File: config.mk
export PLATFORM = sky130hd
export DESIGN_NAME = aes_word_loader
export DESIGN_NICKNAME = d
export VERILOG_FILES = /design/src/rtl/aes_word_loader.sv
export SDC_FILE = /design/constraint.sdc
export NUM_CORES = 1
export LEC_CHECK = 0
export CAP_MARGIN = 20
export CORE_ASPECT_RATIO = 0.8
export CORE_MARGIN = 10
export CORE_UTILIZATION = 36
export DETAILED_ROUTE_END_ITERATION = 6
export SYNTH_ARGS = -nofsm -noshare
export SYNTH_HDL_FRONTEND = slang
export SYNTH_SLANG_ARGS = --single-unit
File: constraint.sdc
create_clock -name clk -period 5.1 [get_ports clk]
set_clock_uncertainty 0.15 [all_clocks]
set_input_delay 0.765 -clock clk [delete_from_list [all_inputs] [get_ports clk]]
set_output_delay 0.765 -clock clk [all_outputs]
set_load 0.01 [all_outputs]
File: src/rtl/aes_word_loader.sv
// aes_word_loader: packs 32-bit plaintext words into 128-bit AES blocks with a snapshotted key,
// and tracks cipher results with a valid delay line matched to the cipher latency.
module aes_word_loader #(
  parameter int LATENCY = 10,
  parameter int CNT_W   = 16
) (
  input  logic             clk,
  input  logic             rst_n,
  input  logic             en,
  input  logic             flush,
  input  logic             s_valid,
  output logic             s_ready,
  input  logic [31:0]      s_data,
  input  logic             key_wr,
  input  logic [1:0]       key_idx,
  input  logic [31:0]      key_word,
  output logic [127:0]     blk_data,
  output logic [127:0]     blk_key,
  output logic             blk_valid,
  output logic             res_valid,
  output logic [4:0]       in_flight,
  output logic [CNT_W-1:0] blk_count,
  output logic             busy
);
  logic [1:0]         word_cnt;
  logic [127:0]       buf_r;
  logic [127:0]       key_reg;
  logic [LATENCY-1:0] dly;
  logic [LATENCY:0]   dly_n;
  logic               accept;
  logic               launch;
  assign s_ready   = en & ~flush;
  assign accept    = s_valid & s_ready;
  assign launch    = accept & (word_cnt == 2'd3);
  assign dly_n     = {dly, blk_valid};
  assign res_valid = dly[LATENCY-1];
  assign busy      = (word_cnt != 2'd0) | (in_flight != 5'd0);
  // word k lands at bits [127-32k -: 32]; ~k*32 is that slice's low bit
  always_ff @(posedge clk or negedge rst_n) begin
    if (!rst_n) begin
      word_cnt  <= '0;
      buf_r     <= '0;
      key_reg   <= '0;
      blk_data  <= '0;
      blk_key   <= '0;
      blk_valid <= 1'b0;
      dly       <= '0;
      in_flight <= '0;
      blk_count <= '0;
    end else begin
      if (flush) begin
        word_cnt <= '0;
        buf_r    <= '0;
      end else if (accept) begin
        word_cnt                     <= word_cnt + 2'd1;
        buf_r[{~word_cnt, 5'd0} +: 32] <= s_data;
      end
      if (key_wr) key_reg[{~key_idx, 5'd0} +: 32] <= key_word;
      if (launch) begin
        blk_data  <= {buf_r[127:32], s_data};
        blk_key   <= key_reg;
        blk_count <= blk_count + CNT_W'(1);
      end
      blk_valid <= launch;
      dly       <= dly_n[LATENCY-1:0];
      in_flight <= in_flight + 5'(blk_valid) - 5'(res_valid);
    end
  end
endmodule
; ---- Yosys cells after proc, flatten, opt, wreduce, memory -nomap -nowiden
; Index checks and enable logic that the tools add are counted.
[totals]
ff_bits = 546
input_bits = 72
out_inout_bits = 281
[op_classes]
addsub = 6
eq_ne = 1
shifts = 4
n_mux = 6
bitwise_logic = 7
n_reduce_logical = 3
[ops]
columns = operator, count
row1 = $bwmux 128, 2
row2 = $mux 128, 2
row3 = $shift 32x9->128 const A, 2
row4 = $shiftx 32x9->128, 2
row5 = $neg 7->9, 2
row6 = $add 16x1->16 const B, 1
row7 = $add 5x1->5, 1
row8 = $reduce_bool 5->1, 1
row9 = $sub 5x1->5, 1
row10 = $mux 2, 2
row11 = $not 2->2, 2
row12 = $reduce_bool 2->1, 2
row13 = $and 1x1->1, 3
row14 = $add 2x1->2 const B, 1
row15 = $eq 2x2->1 const B, 1
row16 = $not 1->1, 1
row17 = $or 1x1->1, 1

; ---- Depth between registers and ports, before layout
[depth]
ltp_word = 6
depth_mapped = 10
ltp_nobuf = 10

; ---- Least setup slack after synthesis
; Ideal clock, no wire load.
[synth_path]
kind = input to register
start = input key_idx[0]
end = register key_reg[34]
t_arrival_ns = 2.002
t_required_ns = 4.829
path_slack_ns = 2.827
cell_stages = 7
cell_sequence = inv_1 -> ha_1 -> and3b_1 -> and3_1 -> clkbuf_1 -> clkbuf_1 -> a22o_1
[synth_between]
elab_chain_cells = 4
word_cells_on_any_way = 5
classes_between = add/sub: 1 / shift: 2 / mux: 1 / bitwise: 1
[synth_lines]
columns = item, line
row1 = from (decl), 15  ; input logic [1:0] key_idx,
row2 = $not 2->2 (*), 58  ; if (key_wr) key_reg[{~key_idx, 5'd0} +: 32] <= key_word;
row3 = $neg 7->9 (*), 58
row4 = $shiftx 32x9->128 or $shift 32x9->128 (tied branches), 58
row5 = $bwmux 128 (*), 58
row6 = "to (signal, indexed assignment)", 58
row7 = to (decl), 27  ; logic [127:0] key_reg;
; Mark *: on every way between the ends. The rest lies on a longest branch, timed or not.
; A chain may end at the register's enable or synchronous reset.

; ---- Worst setup path in the final report
[layout_path]
start = input flush
end = output s_ready
[layout_between]
elab_chain_cells = 2
[layout_lines]
columns = item, line
row1 = from (decl), 10  ; input logic flush,
row2 = $not 1->1, 32  ; assign s_ready = en & ~flush;
row3 = $and 1x1->1, 32
row4 = to (decl), 12  ; output logic s_ready,
; No other way between the ends.

==> flow_summary.ini <==
[drt]
drtIter0Drc = 1076
dr.pass1.iters = 5
drcViolationCount = 0
via_per_inst = 4.96
avgRoutedWirePerCell_um = 19.8
num_vias = 13800
ant_nets = 0
routed_wl_mm = 55.3

[die]
ios = 353
die_w_um = 277
die_h_um = 225
row_count = 75
die_area_sq_um = 62400
initial_utilization_pct = 36.3
coreArea_sq_um = 52300

[global_routing]
grt_start_max_net_pins = 153
grt_pass1_vias = 14500
grt_antenna_before_repair = 2
grt_usage_pct = 17.4
overflow = 0
grt_pass1_wl_mm = 87.5

[clocking]
cts_max_path_buffers = 3
insertion_delay_ns = 0.60
cts_max_level = 2
clkTransAtPathRegs_ns = 0.06
postCtsSetupBuffers = 0
cts-root-buf = clkbuf_16
cts_tree = yes
cts_sinks = 514
cts_buffers = 52
cts_hold_buf = 0
ctsResizeCount = 0

[sta]
slew_headroom_pct = 26.8
period_share_pct = 64.6
fin_crit_ns = 3.29
slew_violations = 0
final-setup-viol-count = 0
tightestPinTransition_ns = 1.10
final.setup.tns_ns = 0
hold_viol_final = 0
rsz0062_at_grt = no
fmax_mhz = 304

[logic_synthesis]
ys.flop_type = dfrtp_1
postSynthAreaPerCell_sq_um = 11.0
ys_seq_area_share_pct = 67.8
synthDistinctLibCells = 31
synth-edff-count = 0
synthesis.instances = 1721
synth_nets = 1810
yosysWarnings = 0
async_reset_ff_share_pct = 100
syn-cell-area_sq_um = 19000
synth_seq_cells = 514

[placed_design]
dp_cells = 2689
dp_hpwl_mm = 36.5
gp_congestion = 0.807
portBuffers = 352

[finish]
mostFrequentLayoutCell = nand2_1
diodes = 0
nets = 2140
instances_no_fill = 2786
syn_to_final_growth_pct = 32.0
layout_common_cells = 786 x nand2_1, 514 x dfrtp_1, 351 x clkdlybuf4s50_1, 224 x a22o_1, 53 x clkbuf_16
drive_gt1_share_pct = 6.02

[worst_setup_path]
critPathLaunchType = input port
crit_fanout = 9
path_class = input port to primary output
worstPathArrival_ns = 2.38
crit_required_ns = 4.18
cp-end-kind = primary output

[outcome]
status = finished, final reports clean

[worst_hold_path]
hp-class = input port to asynchronous set/reset pin

[power]
p_per_area_nw_per_um2 = 351
power_leakage_uw = 0.0127
ir_worst_vdd_mv = 0.225

[run]
maxCapViolations = 0
-- logic make-up (layout without fill, tap and decap cells) --
kind of cell | after synthesis | after routing | synth area share (%)
DFF | 514 | 514 | 67.8
AOI/OAI and AO/OA | 231 | 231 | 10.6
and+or+nand+nor | 820 | 820 | 16.9
buffers and inverters | 118 | 490 | 2.61
muxes | 1 | 1 | 0.0593
xor gates and xnor gates | 20 | 20 | 0.923
adders and majority gates | 17 | 17 | 1.16
-- per-layer routing --
| layer | GRT usage [%] | up-vias | part of all wire (%) |
|---|---|---|---|
| li1 | - | 6345 | - |
| met1 | 24.0 | 7000 | 46 |
| met2 | 26.8 | 412 | 45 |
| met3 | 5.11 | 70 | 7.8 |
| met4 | 3.90 | 4 | 1.4 |
| met5 | 0 | - | 0.058 |
-- power breakdown --
group	internal [uW]	switching [uW]
Clock	2260	1620
Sequential	4220	94.8
Combinational	276	329
-- synth_stat cells (6+ instances only) --
library cell / count / area share, %
xnor2_1: 14 / 0.65
nor2_1: 10 / 0.20
buf_1: 7 / 0.14
dfrtp_1: 514 / 68
inv_1: 15 / 0.30
nand4_1: 7 / 0.23
nand2_1: 787 / 16
xor2_1: 6 / 0.28
clkbuf_1: 53 / 1.0
ha_1: 16 / 1.1
a22o_1: 224 / 10
buf_2: 42 / 1.1
-- area by class of cell --
type	instances	area (sq um)
Inverter	16	67.6
Clock buffer	77	1550
Fill cell	4660	27200
Tap cell	693	867
Timing Repair Buffer	378	3820
Multi-Input combinational cell	1089	5700
Sequential cell	514	12900
Clock inverter	19	198
-- stage by stage --
step | hold WS (ns) | utilization [%] | total power (uW) | cell area, sq um | setup WS, ns
after floorplan | 0.181 | - | 4620 | 19000 | 2.83
after global placement | 0.184 | 44.6 | 4990 | 23300 | 1.72
after detailed placement | 0.185 | 44.6 | 5010 | 23300 | 1.62
after CTS | 0.159 | 47.9 | 8900 | 25000 | 1.80
after global routing | 0.173 | 47.9 | 9150 | 25100 | 1.77
final | 0.111 | 47.9 | 8800 | 25100 | 1.81
-- path summary, 6_finish.rpt --
check,start,end,slack [ns],depth (start not counted)
worst max-delay path,flush,s_ready,1.81,3
worst min-delay path,rst_n,in_flight[1]$_DFF_PN0_,0.11,1
worst max register to register,word_cnt[0]$_DFFE_PN0P_,blk_key[92]$_DFFE_PN0P_,2.42,6
worst min register to register,dly[2]$_DFF_PN0_,dly[3]$_DFF_PN0_,0.20,0
max in group asynchronous,rst_n,key_reg[125]$_DFFE_PN0P_,3.45,2
min in group clk,dly[2]$_DFF_PN0_,dly[3]$_DFF_PN0_,0.20,0
-- critical path, cell delays in order --
cell and delay, ns:
clkdlybuf4s50_1 0.67, and2b_1 0.37, clkdlybuf4s50_1 0.57
No activity file was read; power rests on OpenSTA's default activity.
